--- config.mk ---
export PLATFORM = sky130hd
export DESIGN_NAME = alu_issue_stage
export DESIGN_NICKNAME = d
export VERILOG_FILES = /design/src/rtl/alu_issue_stage.sv
export SDC_FILE = /design/constraint.sdc
export NUM_CORES = 1
export LEC_CHECK = 0
export CAP_MARGIN = 20
export CORE_MARGIN = 5
export CORE_UTILIZATION = 25
export CTS_CLUSTER_DIAMETER = 80
export DETAILED_ROUTE_END_ITERATION = 16
export PLACE_DENSITY = 0.47
export SYNTH_ARGS = -nofsm -noshare
export SYNTH_HDL_FRONTEND = slang
export SYNTH_SLANG_ARGS = --single-unit
export TNS_END_PERCENT = 20
--- constraint.sdc ---
create_clock -name clk -period 2.35 [get_ports clk]
set_clock_uncertainty 0.15 [all_clocks]
set_input_delay 0.705 -clock clk [delete_from_list [all_inputs] [get_ports clk]]
set_output_delay 0.705 -clock clk [all_outputs]
set_load 0.02 [all_outputs]
--- src/rtl/alu_issue_stage.sv ---
// alu_issue_stage: execute-issue stage feeding the ALU.
// Forwards MEM/WB results onto rs/rt, picks immediate or register for B,
// maps aluop/funct to the ALU function code and holds results in a
// two-entry skid buffer with valid/ready handshakes on both sides.
module alu_issue_stage #(
  parameter int DW = 32,
  parameter int RW = 5
) (
  input  logic          clk,
  input  logic          reset_n,
  input  logic          flush,
  input  logic          in_valid,
  output logic          in_ready,
  input  logic [1:0]    in_aluop,
  input  logic [5:0]    in_funct,
  input  logic [4:0]    in_shamt,
  input  logic [RW-1:0] in_rs,
  input  logic [RW-1:0] in_rt,
  input  logic [DW-1:0] in_rs_val,
  input  logic [DW-1:0] in_rt_val,
  input  logic [DW-1:0] in_imm,
  input  logic          in_alusrc,
  input  logic [RW-1:0] in_dst,
  input  logic          fwd_mem_we,
  input  logic [RW-1:0] fwd_mem_reg,
  input  logic [DW-1:0] fwd_mem_val,
  input  logic          fwd_wb_we,
  input  logic [RW-1:0] fwd_wb_reg,
  input  logic [DW-1:0] fwd_wb_val,
  output logic          out_valid,
  input  logic          out_ready,
  output logic [DW-1:0] out_a,
  output logic [DW-1:0] out_b,
  output logic [3:0]    out_f,
  output logic [4:0]    out_shamt,
  output logic [RW-1:0] out_dst,
  output logic          out_illegal
);

  typedef struct packed {
    logic [DW-1:0] a;
    logic [DW-1:0] b;
    logic [3:0]    f;
    logic [4:0]    shamt;
    logic [RW-1:0] dst;
    logic          illegal;
  } beat_t;

  typedef enum logic [1:0] {
    EMPTY,
    ONE,
    TWO
  } state_t;

  state_t        state, state_nx;
  beat_t         main_q, skid_q, new_beat;
  logic          in_ready_q;
  logic          accept, consume;
  logic          ld_main, ld_skid, mv_skid;
  logic [DW-1:0] fwd_rs, fwd_rt;
  logic [3:0]    dec_f;
  logic          dec_illegal;

  assign out_valid = (state != EMPTY);
  assign in_ready  = in_ready_q;
  assign accept    = in_valid & in_ready_q;
  assign consume   = out_valid & out_ready;

  // Operand bypass: register 0 is never forwarded, MEM wins over WB
  always_comb begin
    fwd_rs = in_rs_val;
    if (in_rs != '0 && fwd_mem_we && fwd_mem_reg == in_rs)
      fwd_rs = fwd_mem_val;
    else if (in_rs != '0 && fwd_wb_we && fwd_wb_reg == in_rs)
      fwd_rs = fwd_wb_val;

    fwd_rt = in_rt_val;
    if (in_rt != '0 && fwd_mem_we && fwd_mem_reg == in_rt)
      fwd_rt = fwd_mem_val;
    else if (in_rt != '0 && fwd_wb_we && fwd_wb_reg == in_rt)
      fwd_rt = fwd_wb_val;
  end

  // aluop/funct to ALU function code; unknown funct flags illegal
  always_comb begin
    dec_f       = 4'b0010;
    dec_illegal = 1'b0;
    case (in_aluop)
      2'b00: dec_f = 4'b0010;
      2'b01: dec_f = 4'b0110;
      2'b11: dec_f = 4'b0001;
      default: begin
        case (in_funct)
          6'b100000: dec_f = 4'b0010;
          6'b100010: dec_f = 4'b0110;
          6'b100100: dec_f = 4'b0000;
          6'b100101: dec_f = 4'b0001;
          6'b101010: dec_f = 4'b0111;
          6'b000000: dec_f = 4'b0011;
          6'b000010: dec_f = 4'b1110;
          default: begin
            dec_f       = 4'b1111;
            dec_illegal = 1'b1;
          end
        endcase
      end
    endcase
  end

  // Assemble the beat captured on accept
  always_comb begin
    new_beat.a       = fwd_rs;
    new_beat.b       = in_alusrc ? in_imm : fwd_rt;
    new_beat.f       = dec_f;
    new_beat.shamt   = in_shamt;
    new_beat.dst     = in_dst;
    new_beat.illegal = dec_illegal;
  end

  // Skid-buffer next state and entry load controls; flush overrides all
  always_comb begin
    state_nx = state;
    ld_main  = 1'b0;
    ld_skid  = 1'b0;
    mv_skid  = 1'b0;
    case (state)
      EMPTY: begin
        if (accept) begin
          ld_main  = 1'b1;
          state_nx = ONE;
        end
      end
      ONE: begin
        if (consume && accept) begin
          ld_main = 1'b1;
        end else if (consume) begin
          state_nx = EMPTY;
        end else if (accept) begin
          ld_skid  = 1'b1;
          state_nx = TWO;
        end
      end
      TWO: begin
        if (consume) begin
          mv_skid  = 1'b1;
          state_nx = ONE;
        end
      end
      default: state_nx = EMPTY;
    endcase
    if (flush) begin
      state_nx = EMPTY;
      ld_main  = 1'b0;
      ld_skid  = 1'b0;
      mv_skid  = 1'b0;
    end
  end

  // State and registered ready; ready is precomputed from next state
  always_ff @(posedge clk or negedge reset_n) begin
    if (!reset_n) begin
      state      <= EMPTY;
      in_ready_q <= 1'b1;
    end else begin
      state      <= state_nx;
      in_ready_q <= (state_nx != TWO);
    end
  end

  // Entry payload registers
  always_ff @(posedge clk or negedge reset_n) begin
    if (!reset_n) begin
      main_q <= '0;
      skid_q <= '0;
    end else begin
      if (ld_main)
        main_q <= new_beat;
      else if (mv_skid)
        main_q <= skid_q;
      if (ld_skid)
        skid_q <= new_beat;
    end
  end

  assign out_a       = main_q.a;
  assign out_b       = main_q.b;
  assign out_f       = main_q.f;
  assign out_shamt   = main_q.shamt;
  assign out_dst     = main_q.dst;
  assign out_illegal = main_q.illegal & out_valid;

endmodule

==> metrics.txt, run 1 <==
result of the run=finished clean; library cells used by synthesis=51; x dimension of the die=209 µm; area share of the leading cell type in the synthesized netlist=0.404; Max H-tree Level=4; time the worst path needs with I/O delays and setup=2320 ps; Chip Height=209 µm; GP Congestion=0.816; DRC violation count after routing=0; Max Clk Rate=0.431 GHz; transition time at the pin with the least slew margin=614 ps; worst reg-to-reg setup slack=160 ps; syn nets=1239; CTS tree=done; routed wire length per instance=22.8 µm; hold buffers post-CTS=0; number of nets with antenna violations after detailed routing=0; unrepaired setup endpoints after global routing=false; initial core utilization=0.251; FF+latch count, synth=161; aggregate negative setup slack=0 ps; cell area after technology mapping=9920 µm²; type of the worst setup path=input pin to flop; HP Class=input pin to async pin; Pwr per Cell Area=634 nW/µm²; TritonCTS Buffers=17; async set or reset register ratio after synthesis=1.00; clock root cell=clkbuf_16; Hold Fails Final Rpt=0; antenna violations before repair=4; number of flops mapped to enable cells by yosys=0; vias in the first global route=9714; worst-case clock buffer depth=2; die footprint=43800 µm²; Relative slew margins=0.591; data arrival at the endpoint of the critical path=2490 ps; Synth Instances=1033; total iterations of the first detailed-routing run=5; clock transition at the register clock pins on the worst setup and hold paths after CTS=70 ps; crit path capture type=flop; Area contributors post-synth=dfrtp_1, a221oi_2, buf_4; Pins Over Slew Limit=0; fraction of final layout cells with drive strength greater than 1=0.225; # fillers=3906; post-route clock period utilization=0.987; overflow left after global routing=0; Worst-Skew Late Latency=440 ps; crit-path max FO=6; post-DR vias/cell=5.01; GRT Resource Usage Total=0.182; maximum number of pins on one net before global-route repair=41; final-stage net count=1531; most used flip-flop cell after synthesis=dfrtp_1; Area growth syn-to-layout=55.7%; drt initial violations=563; Cell Area, Placed=13700 µm²; leakage dissipation=6.35 nW; maximum capacitance violations=0; core region area=39500 µm²; drt total wl=42500 µm; startpoint kind of the worst setup timing path=input pin; Layout Cell Area excl Fill=15400 µm²; yosys synthesis warning count=0; maximum vdd drop=0.000458 V; synthesized area per cell=9.60 µm²; buffers added on ports=286; data required time at the worst endpoint=2520 ps; share of the core filled with cells=0.391; area taken by flip-flops and latches=4030 µm²; most frequent cells after synthesis=dfrtp_1, nand2_1, buf_4; most numerous cell in the Yosys netlist=dfrtp_1; number of rows in the core area=73; final hold slack=38.0 ps; multi-input logic area=5450 µm²; half-perimeter wire length after detailed placement=29400 µm; count of boundary I/O pins=287; part of the Yosys area used for sequential elements=0.406; final setup fails=0; cell type with the highest aggregate area in the netlist=dfrtp_1; clk sinks=161; via count=9337; global-route wire length before repair=61400 µm
[through the flow]
step | std cells | setup slack [ps] | total power [mW]
final | 1865 | 31.2 | 9.80
after global routing | 1865 | 0.955 | 10.3
after CTS | 1836 | -47.0 | 9.83
after detailed placement | 1791 | -931 | 6.80
after global placement | 1791 | -871 | 6.77
after floorplan | 1033 | -77.6 | 5.57
[final cells by class]
cell class,instances,share of cell area
inverter,2,0.000486
clock buffer,24,0.0325
antenna,2,0.000324
sequential,161,0.261
clock inverter,8,0.00656
tap,525,0.0425
multi-input combinational,701,0.353
timing repair buffer,442,0.304
[state kept, by name (all words and copies together) (netlist names)]
name / cells
state: 2
out_dst: 5
out_a: 32
out_b: 32
skid_q: 79
out_shamt: 5
in_ready: 1
main_q: 1
out_f: 4
[worst max-delay path, stage by stage]
cell	delay (ps)
clkbuf_2	120
xnor2_2	150
nand3_1	120
or4_4	600
buf_12	180
buf_12	150
a221oi_4	330
o31ai_2	110
[cells in the final DEF, fill, tap and decap left out, types with 22 or more instances in the layout]
cell               n
buf_4            102
clkbuf_16         22
clkdlybuf4s50_1  232
buf_12            39
o21ai_1           24
o31ai_1           74
dfrtp_1          160
o22ai_1           23
and2_1            33
mux2i_1           59
a31oi_1           24
nor2_1            67
nand2_1           82
a21oi_1           53
and3_1            32
a221oi_4          39
o21ai_0           67
a221oi_2          25
dlymetal6s2s_1    23
[cells by family after synthesis]
group / synth area share
compound gates: 0.280
simple gates: 0.129
buf+inv: 0.108
flops: 0.406
mux: 0.0595
xor+xnor: 0.0177
[final timing paths]
check                          start         end  cells after the start
min in group clk           skid_q[1]   skid_q[1]                      2
max in group asynchronous    reset_n  skid_q[54]                      2
min reg2reg                skid_q[1]   skid_q[1]                      2
max                         in_rt[4]   out_b[21]                      8
min                          reset_n   out_b[30]                      1
max reg2reg                 state[0]    out_b[9]                      9
[power by group]
group / internal, mW / total (mW) / switching (mW)
clock network: 1.71 / 2.93 / 1.22
logic: 1.56 / 3.06 / 1.50
registers: 3.43 / 3.81 / 0.381
[routing by layer]
layer / track usage / up-vias / share of wire
met3: 0.0401 / 38 / 0.053
li1: - / 4355 / -
met1: 0.242 / 4628 / 0.44
met2: 0.300 / 312 / 0.49
met5: 0 / - / 0.00063
met4: 0.0461 / 4 / 0.017
[what timing repair did]
item | in CTS | in global routing
gates resized for setup | 92 | 71
cloned | 4 | 5
pin swaps | 33 | 25
hold endpoints to repair | 0 | 0
setup buffers | 9 | 22
setup endpoints to repair | 145 | 151
No activity file was read; power rests on OpenSTA's default activity.
==> run 2, diff against run 1 <==
--- a/config.mk
+++ b/config.mk
@@ -10,7 +10,8 @@
 export CORE_UTILIZATION = 25
 export CTS_CLUSTER_DIAMETER = 80
 export DETAILED_ROUTE_END_ITERATION = 16
-export PLACE_DENSITY = 0.47
+export DONT_BUFFER_PORTS = 1
+export PLACE_DENSITY = 0.37
 export SYNTH_ARGS = -nofsm -noshare
 export SYNTH_HDL_FRONTEND = slang
 export SYNTH_SLANG_ARGS = --single-unit
==> run 2 against run 1 <==
  * The flow now finishes with violations (negative hold slack)
  * Non-clock buffer count shrank 377
  * Sequential share of layout area grew 10 points
  * Critical path type is now flop to primary output
  * Fmax grew 2.3%
  * Global-route usage shrank 0.40 points
  * Core utilization shrank 11 points
  * Worst hold slack lost 250 ps
  * Cell count shrank 20%
  * Worst setup slack gained 53 ps
  * Highest routed layer is now met4
  * Combinational power shrank 55%
  * Register-to-register slack is essentially flat
  * Clock power shrank 2%
  * Routed wire length shrank 7.6%
==> metrics.txt, run 2 (synthesis gave the netlist of run 1 again) <==
via count=7895 (-15%); number of nets with antenna violations after detailed routing=0 (unchanged); most utilized layer in the global route result=met2; overflow left after global routing=0 (unchanged); Worst-Skew Late Latency=490 ps (+50 ps); antenna violations before repair=3 (-1); ordered list of cells on the worst path=or2_4 > and2_2; final setup fails=0 (unchanged); number of rows in the core area=73 (unchanged); data arrival at the endpoint of the critical path=1410 ps (-1080 ps); GRT Resource Usage Total=0.178 (-0.00398); crit-path leading delay family=simple AND/OR/NAND/NOR gates; Pwr per Cell Area=771 nW/µm² (+21%); worst-case clock buffer depth=2 (unchanged); final hold slack=-215 ps (-253 ps); leakage dissipation=4.22 nW (-34%); initial core utilization=0.251 (unchanged); fraction of final layout cells with drive strength greater than 1=0.183 (-0.0418); DRC violation count after routing=0 (unchanged); clock transition at the register clock pins on the worst setup and hold paths after CTS=60 ps (about the same); Layout Cell Area excl Fill=11000 µm² (-29%); maximum vdd drop=0.000551 V (+20%); drt initial violations=554 (-1.6%); GP Congestion=0.783 (-4.1%); Pins Over Slew Limit=0 (unchanged); GRT met1 Usage=0.221 (-0.0209); most frequent standard cell in the layout excluding fill and tap cells=dfrtp_1; unrepaired setup endpoints after global routing=false; routed wire length per instance=26.4 µm (+16%); startpoint kind of the worst setup timing path=flop; total iterations of the first detailed-routing run=5 (unchanged); TritonCTS Buffers=17 (unchanged); worst reg-to-reg setup slack=170 ps (about the same); biggest cell delay along the critical path=400 ps (-200 ps); CP max stage cell=dfrtp_2; met2 capacity usage during global routing=0.279 (-0.0213); maximum number of pins on one net before global-route repair=162 (+300%); Max H-tree Level=4 (unchanged); post-route clock period utilization=0.964 (-0.0224); HP Class=input pin to async pin; maximum capacitance violations=0 (unchanged); x dimension of the die=209 µm (unchanged); data required time at the worst endpoint=1490 ps (-1030 ps); half-perimeter wire length after detailed placement=27300 µm (-7.4%); clock root cell=clkbuf_16; Chip Height=209 µm (unchanged); Hold Fails Final Rpt=161 (+161); end of the worst register-to-register path=skid_q[31]; FF-to-FF Start=in_ready; drt total wl=39300 µm (-7.6%); die footprint=43800 µm² (unchanged); crit-path max FO=2 (-4); count of boundary I/O pins=287 (unchanged); vias in the first global route=8043 (-17%); max reg flops=79 (unchanged); violations in the final reports=negative hold slack; crit path capture type=primary output; Top reg by flops=skid_q; # fillers=4202 (+7.6%); most frequent cells in the layout=dfrtp_1, nand2_1, o31ai_1; type of the worst setup path=flop to primary output; Cell Area, Placed=10400 µm² (-24%); DP Worst Slack=-478 ps (+453 ps); CTS tree=done; buffers added on ports=0 (-100%); core region area=39500 µm² (unchanged); Area growth syn-to-layout=11.3%; Bufs and invs on worst path=0 (-3); met3 usage=0.0757 (+0.0356); transition time at the pin with the least slew margin=751 ps (+137 ps); post-DR vias/cell=5.30 (+5.8%); global-route wire length before repair=57600 µm (-6.2%); Max Clk Rate=0.441 GHz (+2.3%); time the worst path needs with I/O delays and setup=2270 ps (-52.7 ps); Relative slew margins=0.499 (-0.0912); result of the run=complete, but fails checks; PnR worst setup slack=83.9 ps (+52.7 ps); clk sinks=161 (unchanged); final-stage net count=1154 (-25%); depth of the worst register-to-register path=7 (-2)
[run 2: cell types whose count changed in the layout (fill, tap and decap cells not counted), sizes merged]
cell           change
clkdlybuf4s50    -232
clkbuf            -19
diode              +2
bufbuf             -1
buf               -92
dlygate4sd2       -13
clkinvlp           -1
dlymetal6s2s      -23
clkinv             +4
[run 2: area by class of cell]
type	instances	area [µm²]	area share
antenna	4	10.0	0.000907
clock buffer	21	450	0.0408
clock inverter	11	114	0.0103
inverter	2	7.51	0.000680
multi-input combinational	701	4900	0.444
sequential	161	4030	0.365
tap	525	657	0.0595
timing repair buffer	65	863	0.0782
[run 2: how the worst max path moves through the flow]
stage	slack, ps	cells past startpoint	from	endpoint
after floorplan	-80	7	in_rs[1]	out_a[5]
after global placement	-410	7	fwd_wb_reg[1]	skid_q[31]
after detailed placement	-480	7	fwd_wb_reg[2]	skid_q[31]
after CTS	30	2	state[1]	out_illegal
after global routing	20	2	state[1]	out_illegal
final	80	2	state[1]	out_illegal
[run 2: metal layers]
metal,vias up,wire length [µm]
met5,-,0
met4,0,880
met3,51,3280
met2,295,18600
met1,3948,16600
li1,3601,-
[run 2: per-stage QoR]
stage	util	std cells	hold WS (ps)	setup TNS (ps)	power [mW]
after floorplan	-	1033	259	-4410	5.57
after global placement	0.264	1452	275	-35870	5.68
after detailed placement	0.264	1452	276	-37320	5.70
after CTS	0.279	1486	-273	0	8.65
after global routing	0.280	1487	-267	0	8.99
final	0.280	1490	-215	0	8.51
[run 2: timing repair]
item | 4_1_cts | 5_1_grt
gates resized for setup | 4 | 1
hold endpoints to repair | 161 | 161
endpoints found under the setup margin | 1 | 3
setup buffers | 2 | 0
[run 2: report_power, final]
| group | switching (mW) | leakage [nW] | total, mW | internal [mW] |
|---|---|---|---|---|
| Sequential | 0.816 | 2.02 | 4.24 | 3.43 |
| Combinational | 0.692 | 1.92 | 1.38 | 0.692 |
| Clock | 1.30 | 0.276 | 2.88 | 1.58 |
| Total | 2.81 | 4.22 | 8.51 | 5.70 |
==> run 3, diff against run 2 <==
--- a/config.mk
+++ b/config.mk
@@ -6,6 +6,7 @@
 export NUM_CORES = 1
 export LEC_CHECK = 0
 export CAP_MARGIN = 20
+export CORE_ASPECT_RATIO = 2
 export CORE_MARGIN = 5
 export CORE_UTILIZATION = 25
 export CTS_CLUSTER_DIAMETER = 80
==> run 3 against run 2 <==
  * Total power increased by 0.30%
  * Die area rose by 0.55%
  * Clock power about the same
  * Largest power group unchanged
  * Via count increased by 0.19%
  * The run still ends with negative hold slack left
==> metrics.txt, run 3 (synthesis gave the netlist of run 1 again) <==
initial core utilization=0.252 (about the same); clock transition at the register clock pins on the worst setup and hold paths after CTS=70 ps (about the same); leakage dissipation=4.28 nW (+1.5%); global-route wire length before repair=58200 µm (+1.1%); DRC violation count after routing=0 (unchanged); Cell Area, Placed=10500 µm² (+0.46%); Top reg by flops=skid_q; data arrival at the endpoint of the critical path=1430 ps (+20 ps); via count=7910 (+0.19%); maximum vdd drop=0.000495 V (-10%); data required time at the worst endpoint=1490 ps (about the same); die footprint=44000 µm² (+0.55%); count of placed standard cells in the final layout, fillers left out=1497 (+0.47%); startpoint kind of the worst setup timing path=flop; CTS tree=done; overflow left after global routing=0 (unchanged); fraction of final layout cells with drive strength greater than 1=0.193 (+0.00964); HP Class=input pin to async pin; transition time at the pin with the least slew margin=373 ps (-377 ps); Hold Fails Final Rpt=161 (unchanged); maximum number of pins on one net before global-route repair=162 (unchanged); total iterations of the first detailed-routing run=4 (-1); x dimension of the die=151 µm (-28%); routed wire length per instance=27.0 µm (+2.5%); aggregate negative setup slack=0 ps (unchanged); number of rows in the core area=103 (+41%); antenna violations before repair=4 (+1); violations in the final reports=negative hold slack; FF-to-FF Start=state[0]; Relative slew margins=0.745 (+0.245); drt initial violations=433 (-22%); end of the worst register-to-register path=out_b[5]; post-DR vias/cell=5.28 (-0.28%); Layout Cell Area excl Fill=11100 µm² (+0.58%); half-perimeter wire length after detailed placement=30000 µm (+10%); count of boundary I/O pins=287 (unchanged); # fillers=4207 (+0.12%); buffers added on ports=0 (unchanged); worst-case clock buffer depth=2 (unchanged); GRT Resource Usage Total=0.181 (+0.00335); Area growth syn-to-layout=11.9%; multi-input logic area=4900 µm² (-0.13%); area taken by flip-flops and latches=4030 µm² (unchanged); crit path capture type=primary output; Power Total=8.53 mW (+0.30%); startpoint of the worst setup timing path=state[0]; core region area=39400 µm² (about the same); Chip Height=292 µm (+39%); worst reg-to-reg setup slack=170 ps (about the same); drt total wl=40500 µm (+3.0%); clock root cell=clkbuf_16; Max H-tree Level=4 (unchanged); unrepaired setup endpoints after global routing=false; Worst-Skew Late Latency=440 ps (-50 ps); post-route clock period utilization=0.972 (+0.00819); most frequent cells in the layout=dfrtp_1, nand2_1, o31ai_1; final-stage net count=1163 (+0.78%); result of the run=complete, but fails checks; depth of the worst register-to-register path=8 (+1); max reg flops=79 (unchanged); most frequent standard cell in the layout excluding fill and tap cells=dfrtp_1; DP Worst Slack=-368 ps (+110 ps); final setup fails=0 (unchanged); Pwr per Cell Area=769 nW/µm² (-0.27%); type of the worst setup path=flop to primary output; final hold slack=-204 ps (+10.6 ps); time the worst path needs with I/O delays and setup=2290 ps (+19.2 ps); crit-path max FO=4 (+2); Pins Over Slew Limit=0 (unchanged); TritonCTS Buffers=17 (unchanged); number of nets with antenna violations after detailed routing=0 (unchanged); maximum capacitance violations=0 (unchanged); clk sinks=161 (unchanged); Max Clk Rate=0.438 GHz (-0.84%); GP Congestion=0.796 (+1.7%); Worst setup endpoint=out_illegal; share of the core filled with cells=0.281 (+0.00178); placed insts=1460 (+0.55%); vias in the first global route=8334 (+3.6%); PnR worst setup slack=64.7 ps (-19.2 ps)
run 3: changes by cell type in the layout (fill, tap and decap cells not counted):
cell	before	now
buf_4	35	45
clkbuf_1	3	1
nor3_4	1	0
clkinv_4	1	3
clkinv_2	6	0
inv_6	0	5
nor3_2	0	1
buf_12	30	29
bufinv_16	2	1
inv_8	0	3
diode_2	4	2
clkinvlp_4	2	1
run 3: area by class of cell:
class	instances	area share
Timing Repair Buffer	74	0.0827
Multi-Input combinational cell	701	0.441
Tap cell	525	0.0592
Sequential cell	161	0.363
Antenna cell	2	0.000451
Clock buffer	19	0.0399
Clock inverter	13	0.0127
Inverter	2	0.000676
run 3: layer usage:
metal | vias up | GRT usage | routed length [µm]
met5 | - | 0 | 27
met4 | 4 | 0.0802 | 1700
met3 | 63 | 0.0570 | 3200
met2 | 313 | 0.319 | 21100
met1 | 3923 | 0.195 | 14500
li1 | 3607 | - | -
run 3: power breakdown:
part | internal [mW] | switching (mW)
combinational | 0.694 | 0.703
sequential | 3.43 | 0.837
clock | 1.53 | 1.34
total | 5.65 | 2.88
run 3: repair_timing:
| action | CTS | global route |
|---|---|---|
| hold endpoints to repair | 161 | 161 |
| buffers inserted | 0 | 3 |
| endpoints found under the setup margin | 1 | 1 |
| pin swaps | 0 | 1 |
| gates resized for setup | 3 | 1 |
run 3: worst min path at each step:
stage	start	to	slack (ps)	depth (start not counted)
finish	reset_n	out_dst[0]	-200	0
detailed placement	reset_n	out_dst[0]	260	0
floorplan	reset_n	main_q[0]	260	0
global placement	reset_n	out_dst[0]	260	0
CTS	reset_n	out_dst[0]	-230	0
global route	reset_n	out_dst[0]	-230	0
run 3: critical path: stages (launching register included):
cell	delay (ps)
dfrtp_2	430
or2_4	300
and2_2	250
